--- config.mk ---
export PLATFORM = sky130hd
export DESIGN_NAME = sync_fifo_flagged
export DESIGN_NICKNAME = d
export VERILOG_FILES = /design/src/rtl/sync_fifo_flagged.sv
export SDC_FILE = /design/constraint.sdc
export NUM_CORES = 1
export LEC_CHECK = 0
export BUFFER_PORTS_ARGS = -buffer_cell sky130_fd_sc_hd__buf_2
export CORE_MARGIN = 1.5
export CORE_UTILIZATION = 51
export CTS_CLUSTER_DIAMETER = 40
export DETAILED_ROUTE_END_ITERATION = 10
export PLACE_DENSITY = 0.77
export SYNTH_ARGS = -nofsm -noshare
export SYNTH_HDL_FRONTEND = slang
export SYNTH_SLANG_ARGS = --single-unit
--- constraint.sdc ---
create_clock -name clk -period 1.5 [get_ports clk]
set_clock_uncertainty 0.15 [all_clocks]
set_input_delay 0.375 -clock clk [delete_from_list [all_inputs] [get_ports clk]]
set_output_delay 0.375 -clock clk [all_outputs]
set_load 0.01 [all_outputs]
--- src/rtl/sync_fifo_flagged.sv ---
// Parametrised single-clock FIFO with registered occupancy flags, two-stage registered
// read path and sticky overflow/underflow error flags.
module sync_fifo_flagged #(
    parameter int unsigned WIDTH    = 8,
    parameter int unsigned DEPTH    = 4,
    parameter int unsigned AF_LEVEL = DEPTH - 1,
    parameter int unsigned AE_LEVEL = 1
) (
    input  logic                       clk,
    input  logic                       rst,
    input  logic                       wr_en,
    input  logic [WIDTH-1:0]           wr_data,
    input  logic                       rd_en,
    input  logic                       clr_err,
    output logic [WIDTH-1:0]           rd_data,
    output logic                       rd_valid,
    output logic                       full,
    output logic                       empty,
    output logic                       almost_full,
    output logic                       almost_empty,
    output logic [$clog2(DEPTH+1)-1:0] count,
    output logic                       overflow,
    output logic                       underflow
);

    localparam int unsigned PTR_W = $clog2(DEPTH);
    localparam int unsigned CNT_W = $clog2(DEPTH + 1);

    logic [WIDTH-1:0] mem [DEPTH];
    logic [PTR_W-1:0] wr_ptr;
    logic [PTR_W-1:0] rd_ptr;
    logic [WIDTH-1:0] rd_buf;
    logic             rd_pend;

    logic             rd_acc_c;
    logic             wr_acc_c;
    logic [CNT_W-1:0] count_next_c;

    // Acceptance and next occupancy; flags are derived from count_next_c so they align with count.
    always_comb begin
        rd_acc_c     = rd_en & ~empty;
        wr_acc_c     = wr_en & (~full | rd_acc_c);
        count_next_c = count;
        if (wr_acc_c && !rd_acc_c) begin
            count_next_c = count + CNT_W'(1);
        end else if (rd_acc_c && !wr_acc_c) begin
            count_next_c = count - CNT_W'(1);
        end
    end

    // Storage array is intentionally not reset.
    always_ff @(posedge clk) begin
        if (wr_acc_c && !rst) begin
            mem[wr_ptr] <= wr_data;
        end
    end

    // Head word is captured at the accepting edge so a same-edge write into the freed slot cannot corrupt it.
    always_ff @(posedge clk) begin
        if (rst) begin
            wr_ptr       <= '0;
            rd_ptr       <= '0;
            rd_buf       <= '0;
            rd_pend      <= 1'b0;
            rd_data      <= '0;
            rd_valid     <= 1'b0;
            count        <= '0;
            full         <= 1'b0;
            empty        <= 1'b1;
            almost_full  <= 1'b0;
            almost_empty <= 1'b1;
            overflow     <= 1'b0;
            underflow    <= 1'b0;
        end else begin
            if (wr_acc_c) begin
                wr_ptr <= wr_ptr + PTR_W'(1);
            end
            if (rd_acc_c) begin
                rd_ptr <= rd_ptr + PTR_W'(1);
                rd_buf <= mem[rd_ptr];
            end
            rd_pend  <= rd_acc_c;
            rd_valid <= rd_pend;
            if (rd_pend) begin
                rd_data <= rd_buf;
            end
            count        <= count_next_c;
            full         <= (count_next_c == CNT_W'(DEPTH));
            empty        <= (count_next_c == '0);
            almost_full  <= (count_next_c >= CNT_W'(AF_LEVEL));
            almost_empty <= (count_next_c <= CNT_W'(AE_LEVEL));
            overflow     <= (wr_en & ~wr_acc_c) | (overflow & ~clr_err);
            underflow    <= (rd_en & ~rd_acc_c) | (underflow & ~clr_err);
        end
    end

endmodule

Yosys cells after proc, flatten, opt, wreduce, memory -nomap -nowiden
Memories as Yosys holds them, arrays and structs flattened. A register that Yosys moved wholly into a read port is not among the register bits.
Index checks and enable logic that the tools add are counted.
{"block": "classes", "addsub": 4, "muxes": 4, "n_lt_le_gt_ge": 2, "bitwise": 14, "n_eq_ne": 1, "n_reduce_logical": 7}
{"operator": "$and 1x1->1", "n": 6}
{"operator": "$mux 3", "n": 2}
{"operator": "$not 1->1", "n": 5}
{"operator": "$add 2x1->2 const B", "n": 2}
{"operator": "$add 3x1->3 const B", "n": 1}
{"operator": "$eq 3x3->1 const B", "n": 1}
{"operator": "$ge 3x2->1 const B", "n": 1}
{"operator": "$le 3x1->1 const B", "n": 1}
{"operator": "$logic_and 1x1->1", "n": 3}
{"operator": "$logic_not 1->1", "n": 3}
{"operator": "$logic_not 3->1", "n": 1}
{"operator": "$or 1x1->1", "n": 3}
{"operator": "$sub 3x1->3 const B", "n": 1}
{"operator": "$mux 1", "n": 2}
{"block": "totals", "n_memories": 1, "ram_bits": 32, "elab_cells": 45, "regBits": 23}
{"name": "mem", "words": 4, "width": 8, "rd": 1, "rd_clocked_by_memory_dff": 1, "write_ports": 1, "line": "29", "rtl": "logic [WIDTH-1:0] mem [DEPTH];"}

Longest topological paths before layout
{"block": "depth", "ltp_word": 9, "ltp_mapped": 6}

Worst setup path after synthesis
OpenSTA, ideal clock, no wires.
{"block": "synth_path", "path_type": "register to register", "start": "register count[0]", "end": "register empty", "t_arrival_ps": 1335, "period_less_slack_ps": 1601, "path_stages_with_launch": 7, "setup_ps": 115, "slack_ps": -101, "path_cell_list": "dfxtp_1 -> inv_1 -> ha_1 -> nor4bb_1 -> a31oi_2 -> xor2_2 -> a31o_1"}
{"block": "synth_via", "elab_chain_len": 4}
{"item": "start: declaration", "line": "21", "rtl": "output logic [$clog2(DEPTH+1)-1:0] count,"}
{"item": "start signal: assignment", "line": "87", "rtl": "count <= count_next_c;"}
{"item": "$sub 3x1->3", "line": "47", "rtl": "count_next_c = count - CNT_W'(1);"}
{"item": "$mux 3", "line": "46", "rtl": "end else if (rd_acc_c && !wr_acc_c) begin"}
{"item": "$mux 3 (*)", "line": "44", "rtl": "if (wr_acc_c && !rd_acc_c) begin"}
{"item": "$logic_not 3->1 (*)", "line": "89", "rtl": "empty <= (count_next_c == '0);"}
{"item": "end signal: assignment", "line": "89"}
{"item": "end: declaration", "line": "18", "rtl": "output logic empty,"}
Mark *: on every way between the ends. The rest lies on a longest branch, timed or not.
A chain may end at the register's enable or synchronous reset.

Worst setup path after layout
{"block": "layout_path", "start": "register count[0]", "end": "register almost_full"}
{"block": "layout_via", "elab_chain_len": 4}
{"item": "$sub 3x1->3", "line": "47"}
{"item": "$mux 3", "line": "46"}
{"item": "$mux 3 (*)", "line": "44"}
{"item": "$ge 3x2->1 (*)", "line": "90", "rtl": "almost_full <= (count_next_c >= CNT_W'(AF_LEVEL));"}
{"item": "end signal: assignment", "line": "90"}
{"item": "end: declaration", "line": "19", "rtl": "output logic almost_full,"}
Marked as above.

==> reports/metrics.csv <==
metric,value,unit
run_status,finished with violations,
failed_checks,setup timing,
tightest_slew,0.459,ns
fmax,626,MHz
antenna_left,0,
cts_tree,done,
clkPwrFrac,37.9,%
htree_levels,3,
slew_violations,0,
grt-ovfl-total,0,
die_h,71.7,um
synthesis.area,2400,um^2
n_fill_cell,314,
r2r-end,almost_full,
die-area,5140,um^2
viasPerCell,5.26,
drt_iter0_markers,92,
rsz0062_at_grt,yes,
gp_congestion,0.829,
critical_path_arrival,1.66,ns
period_minus_slack,1.60,ns
hp-class,primary input to flop,
seq_power_share,44.5,%
power.share.switching,24.4,%
antenna_found_initial,0,
grt_pass1_wl,7.20,mm
crit_chain,"inv_2, ha_4, nor4bb_4, a31oi_2, xor2_2, o22ai_1",
r2r-start,count[0],
grt_max_degree,32,
synthArstFlopShare,0,%
seq_area,1590,um^2
diodes,0,
start_util,54.1,%
synth_nets,195,
power_leakage,1.18,nW
ys_ff_latch,63,
fp.dieW,71.7,um
synth_flop_cell,edfxtp_1,
setup_viol,6,
clk_latency,0.34,ns
min_to,mem[1][5],
grt_usage,19.3,%
crit_slowest_cell,dfxtp_2,
cp.required,1.56,ns
post-route-period-util,106,%
power,4.58,mW
setup_ws,-0.0972,ns
r2r_setup_slack,-0.1,ns
holdCritStartpoint,wr_data[5],
io_pins,31,
p_switching,1.12,mW
drive_gt1_share,38.0,%
multi_input_area,830,um^2
core,4440,um^2
portBuffers,30,
ys_types,30,
nets,243,
ys_warn_count,0,
ctsLongestPathBuffers,2,
synthCells,176,
crit_fanout,5,
relSlewSlack,69.4,%
peakVddDrop,0.742,mV
reg2reg_depth,6,
holdPathStages,1,
routed_wl,4.44,mm
combinationalPowerShare,17.6,%
cp-end-kind,flop,
dr.pass1.iters,6,
areaGrowthSynthToFinish,26.2,%
pwr_density_cell,1510,nW/um^2
numCtsBuffers,9,
synth_edf_count,32,
finalHoldViolCount,0,
startpoint_type,flop,
path_class,flop to flop,
rows,24,
timing.setup.tns,-0.457,ns
drc,0,
grt_pass1_vias,1495,
detail_route.wl_per_cell,15.8,um
clock-sinks,63,
syn_area_per_cell,13.7,um^2
hpwl,2.93,mm
clk_pin_slew,0.07,ns
p_int,3.46,mW
ctsRootBufferMaster,clkbuf_8,
slowest_delay,0.35,ns
drv_cap,0,
ys_seq_area_share,65.8,%
route.vias.total,1477,
ctsHoldBuffers,0,
metrics by stage:
step | util [%] | area [um^2] | worst slack (ns) | instances | hold slack (ns)
final | 68.3 | 3040 | -0.0972 | 281 | 0.105
after global routing | 68.3 | 3040 | -0.157 | 281 | 0.103
after CTS | 68.0 | 3020 | -0.0679 | 281 | 0.0933
after detailed placement | 61.5 | 2730 | -0.239 | 263 | 0.305
after global placement | 61.5 | 2730 | -0.170 | 263 | 0.299
after floorplan | - | 2440 | -0.00258 | 176 | 0.286
critical path, delay by kind of cell (launching register included):
kind,cells,cell delay (ns)
buffers and inverters,1,0.05
xor gates and xnor gates,1,0.32
DFF,1,0.35
AOI/OAI and AO/OA,2,0.31
and+or+nand+nor,1,0.14
adders and majority gates,1,0.15
worst max path at each step:
stage                  start          end  slack (ns)  cells past startpoint
floorplan              rd_en    mem[0][0]      -0.003                      4
global placement       rd_en         full       -0.17                      6
detailed placement     rd_en         full       -0.24                      6
CTS                 count[0]         full       -0.07                      6
global route        count[0]  almost_full       -0.16                      6
finish              count[0]  almost_full        -0.1                      6
placed cells by master (no fill, tap or decap), drive strengths merged:
master    synthesis  routed
a31oi             1       1
and2b             1       1
clkinv            0       3
nor4bb            1       1
ha                6       6
nand2            18      18
dfxtp            31      31
o211ai            1       1
nor3b             1       1
nor4b             1       1
mux2i             9       9
inv               7       7
nand3b            2       2
o22ai             1       1
buf               3      45
nor2b             4       4
nand2b            1       1
and2              5       5
bufinv            0       3
mux4              8       8
a21oi             9       9
a21o              1       1
xor2              2       2
edfxtp           32      32
xnor2             3       3
a32oi             1       1
clkbuf            5       9
a22oi             1       1
nor2             18      18
clkinvlp          0       1
o21ai             2       2
a31o              1       1
cell type report:
type                    count  area share [%]
clock buffers               9            4.08
clock inverters             7            3.67
inverters                   7           0.866
multi-input cells          98            27.3
flip-flops and latches     63            52.3
well taps                  52            2.14
repair buffers             45            9.60
power by group through the flow:
stage	logic [mW]	registers, mW	clock network (mW)
2_1_floorplan	0.433	2.07	0
3_3_place_gp	0.678	2.06	0
3_5_place_dp	0.700	2.07	0
4_1_cts	0.784	2.03	1.77
5_1_grt	0.882	2.05	1.83
6_report	0.805	2.03	1.74
flip-flops by register name (all words and copies together) (netlist names):
register,count
underflow,1
count,3
mem,32
full,1
empty,1
rd_data,8
almost_empty,1
overflow,1
rd_valid,1
rd_buf,8
almost_full,1
rd_pend,1
wr_ptr,2
rd_ptr,2
cells by family (layout without fill, tap and decap cells):
| logic type | after synthesis | after routing | share of synthesized area [%] |
|---|---|---|---|
| adder cells (fa/ha/maj) | 6 | 6 | 3.12 |
| buffers and inverters | 15 | 68 | 2.50 |
| AO/OA/AOI/OAI | 18 | 18 | 4.74 |
| multiplexers | 17 | 17 | 11.2 |
| AND/OR/NAND/NOR | 52 | 52 | 10.5 |
| flip-flops | 63 | 63 | 65.8 |
| XOR/XNOR | 5 | 5 | 2.13 |
synthesized netlist by cell type (2+ instances only):
cell | count | area [um^2]
a21oi_1 | 9 | 45.0
nor2b_1 | 4 | 25.0
and2_1 | 5 | 31.3
dfxtp_1 | 31 | 621
buf_2 | 3 | 15.0
nand2_1 | 18 | 67.6
edfxtp_1 | 32 | 961
mux2i_1 | 9 | 90.1
o21ai_1 | 2 | 10.0
inv_1 | 7 | 26.3
nand3b_1 | 2 | 15.0
clkbuf_1 | 5 | 18.8
ha_1 | 6 | 75.1
xnor2_1 | 3 | 26.3
mux4_2 | 8 | 180
nor2_1 | 18 | 67.6
repair_timing:
action                                  in CTS  in global routing
pin swaps                                    5                  2
buffers inserted                             2                  0
endpoints found under the setup margin      39                 40
gates resized for setup                     12                  2
cloned                                       0                  0
metal layers:
| metal | up-vias | GRT usage, % | routed length, um |
|---|---|---|---|
| met5 | - | 0 | 0 |
| met4 | 0 | 9.22 | 96 |
| met3 | 10 | 6.89 | 189 |
| met2 | 35 | 30.6 | 2130 |
| met1 | 715 | 23.8 | 2030 |
| li1 | 717 | - | - |
No activity file was read; power rests on OpenSTA's default activity.
